==> src/rtl/memsplit_data_arb.sv <==
// memsplit_data_arb: two-master arbiter for the data-side bus1 slave port.
// Merges the debug host (m0) and CPU data (m1) onto one slave and routes
// each in-order read response back to its issuer via a 1-bit tag FIFO.
//
// Ports:
//   clk_i, srst             clock, synchronous active-high reset
//   m0_* / m1_*             master request in (req/we/addr/be/wdata),
//                           accept/response out (ack/resp/rdata)
//   s_*                     slave request out, accept/response in
//   err_o                   sticky: response seen with no read outstanding
//
// Build option: define MEMSPLIT_ARB_RR_EN for round-robin arbitration
// (default is fixed priority, m0 first).
module memsplit_data_arb #(
    parameter int RD_FIFO_DEPTH = 4
) (
    input  logic        clk_i,
    input  logic        srst,

    input  logic        m0_req,
    input  logic        m0_we,
    input  logic [31:0] m0_addr,
    input  logic [3:0]  m0_be,
    input  logic [31:0] m0_wdata,
    output logic        m0_ack,
    output logic        m0_resp,
    output logic [31:0] m0_rdata,

    input  logic        m1_req,
    input  logic        m1_we,
    input  logic [31:0] m1_addr,
    input  logic [3:0]  m1_be,
    input  logic [31:0] m1_wdata,
    output logic        m1_ack,
    output logic        m1_resp,
    output logic [31:0] m1_rdata,

    output logic        s_req,
    output logic        s_we,
    output logic [31:0] s_addr,
    output logic [3:0]  s_be,
    output logic [31:0] s_wdata,
    input  logic        s_ack,
    input  logic        s_resp,
    input  logic [31:0] s_rdata,

    output logic        err_o
);

    localparam int PW = (RD_FIFO_DEPTH > 1) ? $clog2(RD_FIFO_DEPTH) : 1;
    localparam int CW = PW + 1;
    localparam logic [CW-1:0] FULL_CNT = CW'(RD_FIFO_DEPTH);

    logic [RD_FIFO_DEPTH-1:0] tag_q;
    logic [PW-1:0]            wptr_q;
    logic [PW-1:0]            rptr_q;
    logic [CW-1:0]            cnt_q;
    logic                     err_q;

    logic any_req;
    logic gnt_id;
    logic g_we;
    logic full;
    logic empty;
    logic issue;
    logic accept;
    logic push;
    logic pop;
    logic head;
    logic route;

`ifdef MEMSPLIT_ARB_RR_EN
    logic last_q;

    // On a tie the master that did not win the last accepted transfer wins.
    assign gnt_id = (m0_req & m1_req) ? ~last_q : ~m0_req;
`else
    assign gnt_id = ~m0_req;
`endif

    assign any_req = (m0_req | m1_req) & ~srst;
    assign g_we    = gnt_id ? m1_we : m0_we;
    assign full    = (cnt_q == FULL_CNT);
    assign empty   = (cnt_q == '0);

    // A read blocked by a full tag FIFO stalls the port; the other
    // master is deliberately not granted in its place.
    assign issue   = any_req & (g_we | ~full);
    assign accept  = issue & s_ack;
    assign push    = accept & ~g_we;
    assign pop     = s_resp & ~empty & ~srst;

    assign s_req   = issue;
    assign s_we    = issue & g_we;
    assign s_addr  = issue ? (gnt_id ? m1_addr  : m0_addr)  : '0;
    assign s_be    = issue ? (gnt_id ? m1_be    : m0_be)    : '0;
    assign s_wdata = issue ? (gnt_id ? m1_wdata : m0_wdata) : '0;

    assign m0_ack  = accept & ~gnt_id;
    assign m1_ack  = accept &  gnt_id;

    assign head    = tag_q[rptr_q];
    assign route   = ~empty & ~srst;

    assign m0_resp  = pop & ~head;
    assign m1_resp  = pop &  head;
    assign m0_rdata = (route & ~head) ? s_rdata : '0;
    assign m1_rdata = (route &  head) ? s_rdata : '0;

    assign err_o    = err_q;

    always_ff @(posedge clk_i) begin
        if (srst) begin
            tag_q  <= '0;
            wptr_q <= '0;
            rptr_q <= '0;
            cnt_q  <= '0;
            err_q  <= 1'b0;
        end else begin
            if (push) begin
                tag_q[wptr_q] <= gnt_id;
                wptr_q        <= wptr_q + PW'(1);
            end
            if (pop) begin
                rptr_q <= rptr_q + PW'(1);
            end
            cnt_q <= cnt_q + CW'(push) - CW'(pop);
            // Same-cycle response to a fresh accept still counts as
            // unexpected: the FIFO is judged on its registered state.
            if (s_resp && empty) begin
                err_q <= 1'b1;
            end
        end
    end

`ifdef MEMSPLIT_ARB_RR_EN
    always_ff @(posedge clk_i) begin
        if (srst) begin
            last_q <= 1'b0;
        end else if (accept) begin
            last_q <= gnt_id;
        end
    end
`endif

endmodule

==> config.mk <==
export PLATFORM = sky130hd
export DESIGN_NAME = memsplit_data_arb
export DESIGN_NICKNAME = d
export VERILOG_FILES = /design/src/rtl/memsplit_data_arb.sv
export SDC_FILE = /design/constraint.sdc
export NUM_CORES = 1
export LEC_CHECK = 0
export ABC_CLOCK_PERIOD_IN_PS = 2290
export BUFFER_PORTS_ARGS = -buffer_cell sky130_fd_sc_hd__buf_2
export CAP_MARGIN = 40
export CORE_AREA = 4 4 119 121
export DETAILED_ROUTE_END_ITERATION = 8
export DIE_AREA = 0 0 123 125
export REMOVE_ABC_BUFFERS = 1
export SYNTH_ARGS = -nofsm -noshare
export SYNTH_HDL_FRONTEND = slang
export SYNTH_SLANG_ARGS = --single-unit
export TNS_END_PERCENT = 5
==> constraint.sdc <==
create_clock -name clk_i -period 2.29 [get_ports clk_i]
set_input_delay 0.1145 -clock clk_i [delete_from_list [all_inputs] [get_ports clk_i]]
set_output_delay 0.1145 -clock clk_i [all_outputs]
set_load 0.1 [all_outputs]
Word level (Yosys, flattened, before mapping)
Index checks and enable logic that the tools add are counted.
- input port bits: 176
- word-level logic and storage cells: 52
- register bits: 12
- reduce and logical (&&, ||, !) cells: 3
- multiplexer cells: 14
- bitwise operators: 22
- $add $sub $neg: 4
- equality and inequality tests: 1
- order comparisons: 3
- operators by type and width (cell ; number):
    2-to-1 mux 32 bit ; 6
    AND 1 bit ; 14
    2-to-1 mux 4 bit ; 2
    < comparator 2 x 3 -> 1 bit, second input constant ; 2
    NOT 1 bit ; 6
    adder 2 x 1 -> 2 bit, second input constant ; 2
    bitwise mux 4 bit ; 1
    adder 3 x 1 -> 3 bit ; 1
    == test 3 bit, second input constant ; 1
    zero test 3 bit ; 1
    2-to-1 mux 1 bit ; 3
    subtractor 3 x 1 -> 3 bit ; 1
    binary-select mux 1 bit (select 2 bit) ; 1
    demux 1 bit (select 2 bit) ; 1
    greater-or-equal comparator 2 x 1 -> 1 bit, second input constant ; 1
    logical AND 1 bit ; 2
    bitwise OR 1 bit ; 2

Logic depth before layout (Yosys ltp)
Gate-level depths: netlist of run 1.
- depth in word-level cells: 8
- gate-level depth with buffers: 12

Least setup slack after synthesis of run 1
OpenSTA, ideal clock, no wires.
- kind: register to output
- start point: reg cnt_q[1]
- end point: out s_addr[10]
- data arrival time: 2262 ps
- cell stages (with the launch flop): 6
- data required time: 2176 ps
- path buffers: 2
- setup slack: -87 ps
- path through: dfxtp_1 > nor2_1 > a31o_1 > buf_2 > buf_2 > nor2_1
- cells in the longest elaborated chain, start to end: 5
- RTL lines (element ; line ; source):
    start, declared ; 57 ; logic [CW-1:0] cnt_q;
    start signal, assigned ; 127 ; cnt_q <= cnt_q + CW'(push) - CW'(pop);
    == test 3 bit ; 83 ; assign full = (cnt_q == FULL_CNT);
    NOT 1 bit ; 88 ; assign issue = any_req & (g_we | ~full);
    bitwise OR 1 bit ; 88 ;
    AND 1 bit ; 88 ;
    2-to-1 mux 32 bit ; 95 ; assign s_addr = issue ? (gnt_id ? m1_addr : m0_addr) : '0;
    end, declared ; 40 ; output logic [31:0] s_addr,
Every way passes these cells.

Worst setup path in the final report of run 1
- start point: reg cnt_q[2]
- end point: reg cnt_q[2]
- cells in the longest elaborated chain, start to end: 8
- RTL lines (element ; line ; source):
    == test 3 bit ; 83 ;
    NOT 1 bit ; 88 ;
    bitwise OR 1 bit ; 88 ;
    AND 1 bit ; 88 ;
    AND 1 bit ; 89 ; assign accept = issue & s_ack;
    AND 1 bit ; 90 ; assign push = accept & ~g_we;
    adder 3 x 1 -> 3 bit ; 127 ;
    subtractor 3 x 1 -> 3 bit (*) ; 127 ;
Every way passes the cells marked *; elsewhere a longest branch is shown, timed or not.
A chain may end at the register's enable or synchronous reset.

==> metrics.csv, run 1 <==
stage,metric,value,unit
grt,grtUsageMet1,14.46,%
clock_tree,cts_tree,yes,
timing,rsz0062_at_grt,false,
drt,routed_wl,12270,um
placed_design,io_buffers,314,
grt,busiest_layer,met2,
finish,num_antenna_cells,0,
clock_tree,cts_buffers,3,
clock_tree,cts.clk_slew.worst_paths,0.04,ns
die,pin_count,315,
setup_path,r2r_cells,9,
finish,n_fill_cell,1259,
setup_path,critPathLaunchType,flop,
setup_path,crit_chain,"or3b_1, o211ai_2, ha_1, inv_1, ha_1, inv_1, fa_1, xnor2_1, nor2_1",
clock_tree,cts_setup_buffers,0,
drt,drc,0,
placed_design,placed_area,5580,um2
finish,final_cells,780,
die,die_h,125,um
grt,antenna_found_initial,4,
timing,period_needed,2.194,ns
die,core-area,13090,um2
clock_tree,ctsResizeCount,0,
clock_tree,insertion_delay,0.24,ns
clock_tree,cts_hold_buf,0,
timing,slew_violations,0,
die,initial_core_util,17.17,%
grt,grtUsageMet3,3.704,%
timing,hold_violations,0,
grt,grt_pass1_vias,3307,
run_status,status,finished clean,
finish,drive_above_1_share,55.96,%
synth,synth_edf_count,0,
finish,area_growth,151.7,%
power_and_ir_drop,max-vdd-ir-drop,341.3,uV
synth,syn-cell-area,2247,um2
setup_path,critPathKind,flop to flop,
power_and_ir_drop,p_per_area,672.6,nW/um2
drt,drtIter0Drc,112,
synth,ys_async_sr_fraction,0,%
die,row_count,42,
grt,grtUsageTotal,14.08,%
synth,synth_seq_cells,12,
timing,slew_headroom,42.40,%
clock_tree,cts-htree-levels,1,
die,die-area,15380,um2
setup_path,endpoint_kind,flop,
drt,vias,3345,
setup_path,arrival,2.31,ns
grt,grt_pass1_wl,17330,um
setup_path,cpLargestDelayFamily,adder cells,
setup_path,cp.buffers_inverters,2,
synth,ys_types,34,
setup_path,crit_path_max_fanout,6,
power_and_ir_drop,p_leak,3.089,nW
timing,skew,0.002533,ns
grt,grt_use_met2,27.53,%
timing,min_period_over_period,95.81,%
setup_path,required,2.41,ns
drt,wl_per_cell,15.74,um
setup_path,worst-path-stages,9,
setup_path,slowest_stage,dfxtp_1,
placed_design,dp.cells,777,
grt,grt-ovfl-total,0,
timing,final-setup-viol-count,0,
synth,syn_inst,306,
synth,yosysSeqAreaShare,10.69,%
finish,nets,789,
placed_design,gp_congestion,0.8227,
power_and_ir_drop,power.total,3.804,mW
synth,yosys_warnings,0,
finish,post-route-util,43.22,%
min_path,whs_path_depth,3,
timing,finalSetupTns,0,ns
placed_design,hpwl,11040,um
clock_tree,clock_sinks,12,
min_path,hold_path_class,input port to flop,
drt,ant_nets,0,
timing,tightestPinTransition,0.8640,ns
timing,max_freq,0.4558,GHz
drt,drt-pass1-iter-count,4,
synth,synth_area_per_cell,7.344,um2
clock_tree,cts.path.max_buffers,2,
drt,via_per_inst,4.288,
synth,synth_top_flop_cell,dfxtp_1,
grt,grt_max_degree,67,
clock_tree,root_buffer,clkbuf_16,
setup_path,max_stage_delay,0.42,ns
finish,design_area,5655,um2
run,drv_cap,0,
die,die_w,123,um
-- state kept, by name, summed over array words and instances, names as in the netlist --
register	cells
rptr_q	2
err_o	1
tag_q	4
cnt_q	3
wptr_q	2
-- kinds of logic (layout without fill, tap and decap cells) --
family	count (synthesis)	count (layout)	share of synthesized area [%]
DFF	12	12	10.69
AOI/OAI and AO/OA	11	11	4.232
xor gates and xnor gates	4	4	1.559
and+or+nand+nor	157	157	35.91
buffers and inverters	36	334	7.740
muxes	79	79	35.63
adders and majority gates	7	7	4.232
-- worst paths after layout --
kind | slack (ns) | end | start
min | 0.18 | err_o | s_resp
min reg2reg | 0.47 | err_o | err_o
max | 0.1 | cnt_q[2] | cnt_q[2]
max reg2reg | 0.1 | cnt_q[2] | cnt_q[2]
-- metal layers --
layer / share of wire (%) / wire length (um)
met2: 51 / 6316
met4: 2.6 / 314
met1: 34 / 4136
met5: 0.22 / 27
met3: 12 / 1479
-- area by class of cell --
cell class	count	area [um2]	area share [%]
clock buffers	3	75.07	1.327
inverters	5	18.77	0.3319
multi-input cells	258	1833	32.41
flip-flops and latches	12	240.2	4.248
well taps	176	220.2	3.894
repair buffers	326	3268	57.79
-- placed cells by master (no fill, tap or decap), types with 2 or more instances in the layout --
master	n
buf_2	207
nor2b_1	2
clkbuf_16	3
nand2b_1	5
o2111ai_1	4
dfxtp_1	12
nor3b_2	2
nor2_1	76
inv_1	5
buf_4	12
ha_1	6
and3_1	66
mux2i_1	76
buf_12	107
xor2_1	3
-- cells in the mapped netlist, types with 2 or more instances --
master	number	area, um2
xor2_1	3	26.28
mux2i_1	76	760.7
ha_1	6	75.07
inv_1	5	18.77
buf_2	16	80.08
o2111ai_1	4	35.03
and3_1	66	412.9
nand2b_1	5	31.28
clkbuf_2	6	30.03
nor2_1	76	285.3
clkbuf_1	7	26.28
nor2b_1	2	12.51
dfxtp_1	12	240.2
nor3b_2	2	25.02
-- per-stage QoR --
step | worst slack [ns] | hold slack, ns
after CTS | 0.08171 | 0.1949
final | 0.09596 | 0.1843
after global routing | 0.005792 | 0.2266
after global placement | 0.1532 | 0.4256
after floorplan | -0.5819 | 0.1861
after detailed placement | 0.1180 | 0.4394
-- worst min-delay path, cell delays in order --
cell	delay (ns)
buf_2	0.13
a21oi_1	0.07
nor2_1	0.07
-- power breakdown --
part	leakage [nW]	switching [mW]	internal, mW	total (mW)
Clock	0.0370	0.0833	0.227	0.310
Sequential	0.0977	0.0382	0.244	0.282
Combinational	2.95	2.20	1.01	3.21
Total	3.09	2.32	1.48	3.80
No activity file was read; power rests on OpenSTA's default activity.
==> run 2: changes to the inputs <==
- ABC_CLOCK_PERIOD_IN_PS: 2290 -> 2600
- CORE_AREA: 4 4 119 121 -> 2 2 123 125
- CTS_CLUSTER_SIZE: unset -> 10
- DIE_AREA: 0 0 123 125 -> 0 0 125 127
- clock period: 2.29 -> 2.6 ns (I/O delays scaled with it)
==> run 2 against run 1 <==
Final area shrank 12%. Via count shrank 1.7%. Total power shrank 18%. Worst setup slack gained 0.20 ns. Global-route usage shrank 1.7 points. First-iteration DRC count shrank 42%. Critical path type unchanged.
==> metrics.csv, run 2 (synthesized netlist as in run 1, its figures left out) <==
stage,metric,value,unit,change
drt,ant_nets,0,,unchanged
grt,grt_max_degree,71,,was 67
drt,wl_per_cell,14.09,um,was 15.74 um
timing,slew_headroom,53.86,%,was 42.40%
finish,regArea,240.2,um2,unchanged
grt,grt_pass1_vias,3058,,was 3307
run_status,status,finished clean,,unchanged
power_and_ir_drop,p_leak,2.909,nW,was 3.089 nW
setup_path,critPathLaunchType,flop,,unchanged
die,row_count,44,,was 42
timing,rsz0062_at_grt,false,,unchanged
finish,nets,781,,was 789
timing,slew_violations,0,,unchanged
placed_design,hpwl,9533,um,was 11040 um
timing,skew,0.003261,ns,was 0.002533 ns
timing,min_period_over_period,88.71,%,was 95.81%
drt,route.top_layer_used,met5,,unchanged
finish,mostFrequentLayoutCells,"buf_2 (247), mux2i_1 (76), nor2_1 (76)",,"was buf_2 (207), buf_12 (107), mux2i_1 (76), nor2_1 (76), and3_1 (66)"
clock_tree,ctsResizeCount,0,,unchanged
drt,met1_length,4405,um,was 4136 um
placed_design,dp_slack,0.3332,ns,was 0.1180 ns
clock_tree,cts-htree-levels,1,,unchanged
placed_design,io_buffers,314,,unchanged
drt,via_per_inst,4.217,,was 4.288
die,die_h,127,um,was 125 um
timing,period_needed,2.306,ns,was 2.194 ns
finish,n_fill_cell,1538,,was 1259
drt,vias,3289,,was 3345
power_and_ir_drop,max-vdd-ir-drop,243.4,uV,was 341.3 uV
clock_tree,cts_tree,yes,,unchanged
clock_tree,cts_buffers,3,,unchanged
drt,drc,0,,unchanged
finish,num_antenna_cells,0,,unchanged
die,pin_count,315,,unchanged
die,initial_core_util,15.58,%,was 17.17%
clock_tree,root_buffer,clkbuf_16,,unchanged
clock_tree,insertion_delay,0.24,ns,about the same
grt,antenna_found_initial,1,,was 4
finish,multi_input_area,1833,um2,unchanged
grt,grt_pass1_wl,16100,um,was 17330 um
min_path,hold_path_class,input port to flop,,unchanged
timing,layout_setup_ws,0.2936,ns,was 0.09596 ns
setup_path,required,2.72,ns,was 2.41 ns
timing,max_freq,0.4336,GHz,was 0.4558 GHz
clock_tree,cts_setup_buffers,0,,unchanged
clock_tree,cts_hold_buf,0,,unchanged
run,drv_cap,0,,unchanged
grt,grt-ovfl-total,0,,unchanged
drt,drtIter0Drc,65,,was 112
setup_path,endpoint_kind,flop,,unchanged
finish,largest_reg_flops,4,,unchanged
timing,tightestPinTransition,0.6922,ns,was 0.8640 ns
finish,layout_commonest_cell,buf_2,,unchanged
finish,drive_above_1_share,55.37,%,was 55.96%
drt,dr_wl_met3,1084,um,was 1479 um
setup_path,crit_path_max_fanout,6,,unchanged
die,die-area,15880,um2,was 15380 um2
finish,top_regs,"tag_q (4), cnt_q (3)",,unchanged
finish,largest-register,tag_q,,unchanged
power_and_ir_drop,p_per_area,626.3,nW/um2,was 672.6 nW/um2
drt,routed-wl-met2,5331,um,was 6316 um
placed_design,gp_congestion,0.8164,,was 0.8227
setup_path,reg2reg_slack,0.29,ns,was 0.1 ns
clock_tree,cts.path.max_buffers,2,,unchanged
grt,grtUsageTotal,12.39,%,was 14.08%
setup_path,arrival,2.43,ns,was 2.31 ns
die,core-area,14420,um2,was 13090 um2
die,die_w,125,um,was 123 um
timing,hold_violations,0,,unchanged
finish,area_growth,122.7,%,was 151.7%
clock_tree,clock_sinks,12,,unchanged
setup_path,critPathKind,flop to flop,,unchanged
drt,routed_wl,10990,um,was 12270 um
timing,finalSetupTns,0,ns,unchanged
clock_tree,cts.clk_slew.worst_paths,0.04,ns,about the same
drt,drt-pass1-iter-count,4,,unchanged
timing,final-setup-viol-count,0,,unchanged
run 2: power by group:
part	internal [mW]	switching, mW
registers	0.215	0.0399
logic	0.712	1.89
clock network	0.200	0.0756
total	1.13	2.01
run 2: worst paths after layout:
check,start,to,cells past startpoint
worst max-delay path,cnt_q[2],cnt_q[2],9
worst min-delay path,s_resp,err_o,3
worst max register to register,cnt_q[2],cnt_q[2],9
worst min register to register,err_o,err_o,2
run 2: area by class of cell:
class,count,area share [%]
clock buffer,3,1.500
inverter,5,0.3750
multi-input combinational,258,36.63
timing repair buffer,318,52.10
sequential,12,4.800
tap,184,4.600
run 2: metal layers:
layer,vias to the layer above,global-route usage (%)
met1,1428,14.99
met3,15,3.559
li1,1643,-
met5,-,0
met4,2,2.418
met2,201,22.03
run 2: through the flow:
step / instances / instance area (um2) / hold slack (ns) / util [%] / power [mW]
floorplan: 275 / 2092 / 0.2016 / - / 2.042
global placement: 777 / 4930 / 0.4411 / 34.18 / 2.859
detailed placement: 777 / 4930 / 0.4522 / 34.18 / 2.871
CTS: 780 / 5005 / 0.2041 / 34.70 / 3.157
global route: 780 / 5005 / 0.2534 / 34.70 / 3.254
finish: 780 / 5005 / 0.1969 / 34.70 / 3.134
run 2: worst max-delay path, cell delays in order, from the launching register on:
cell and delay (ns):
dfxtp_1 0.41, or3b_1 0.48, o211ai_2 0.16, ha_1 0.28, inv_1 0.06, ha_1 0.15, inv_1 0.06, fa_1 0.37
xnor2_1 0.17, nor2_1 0.05
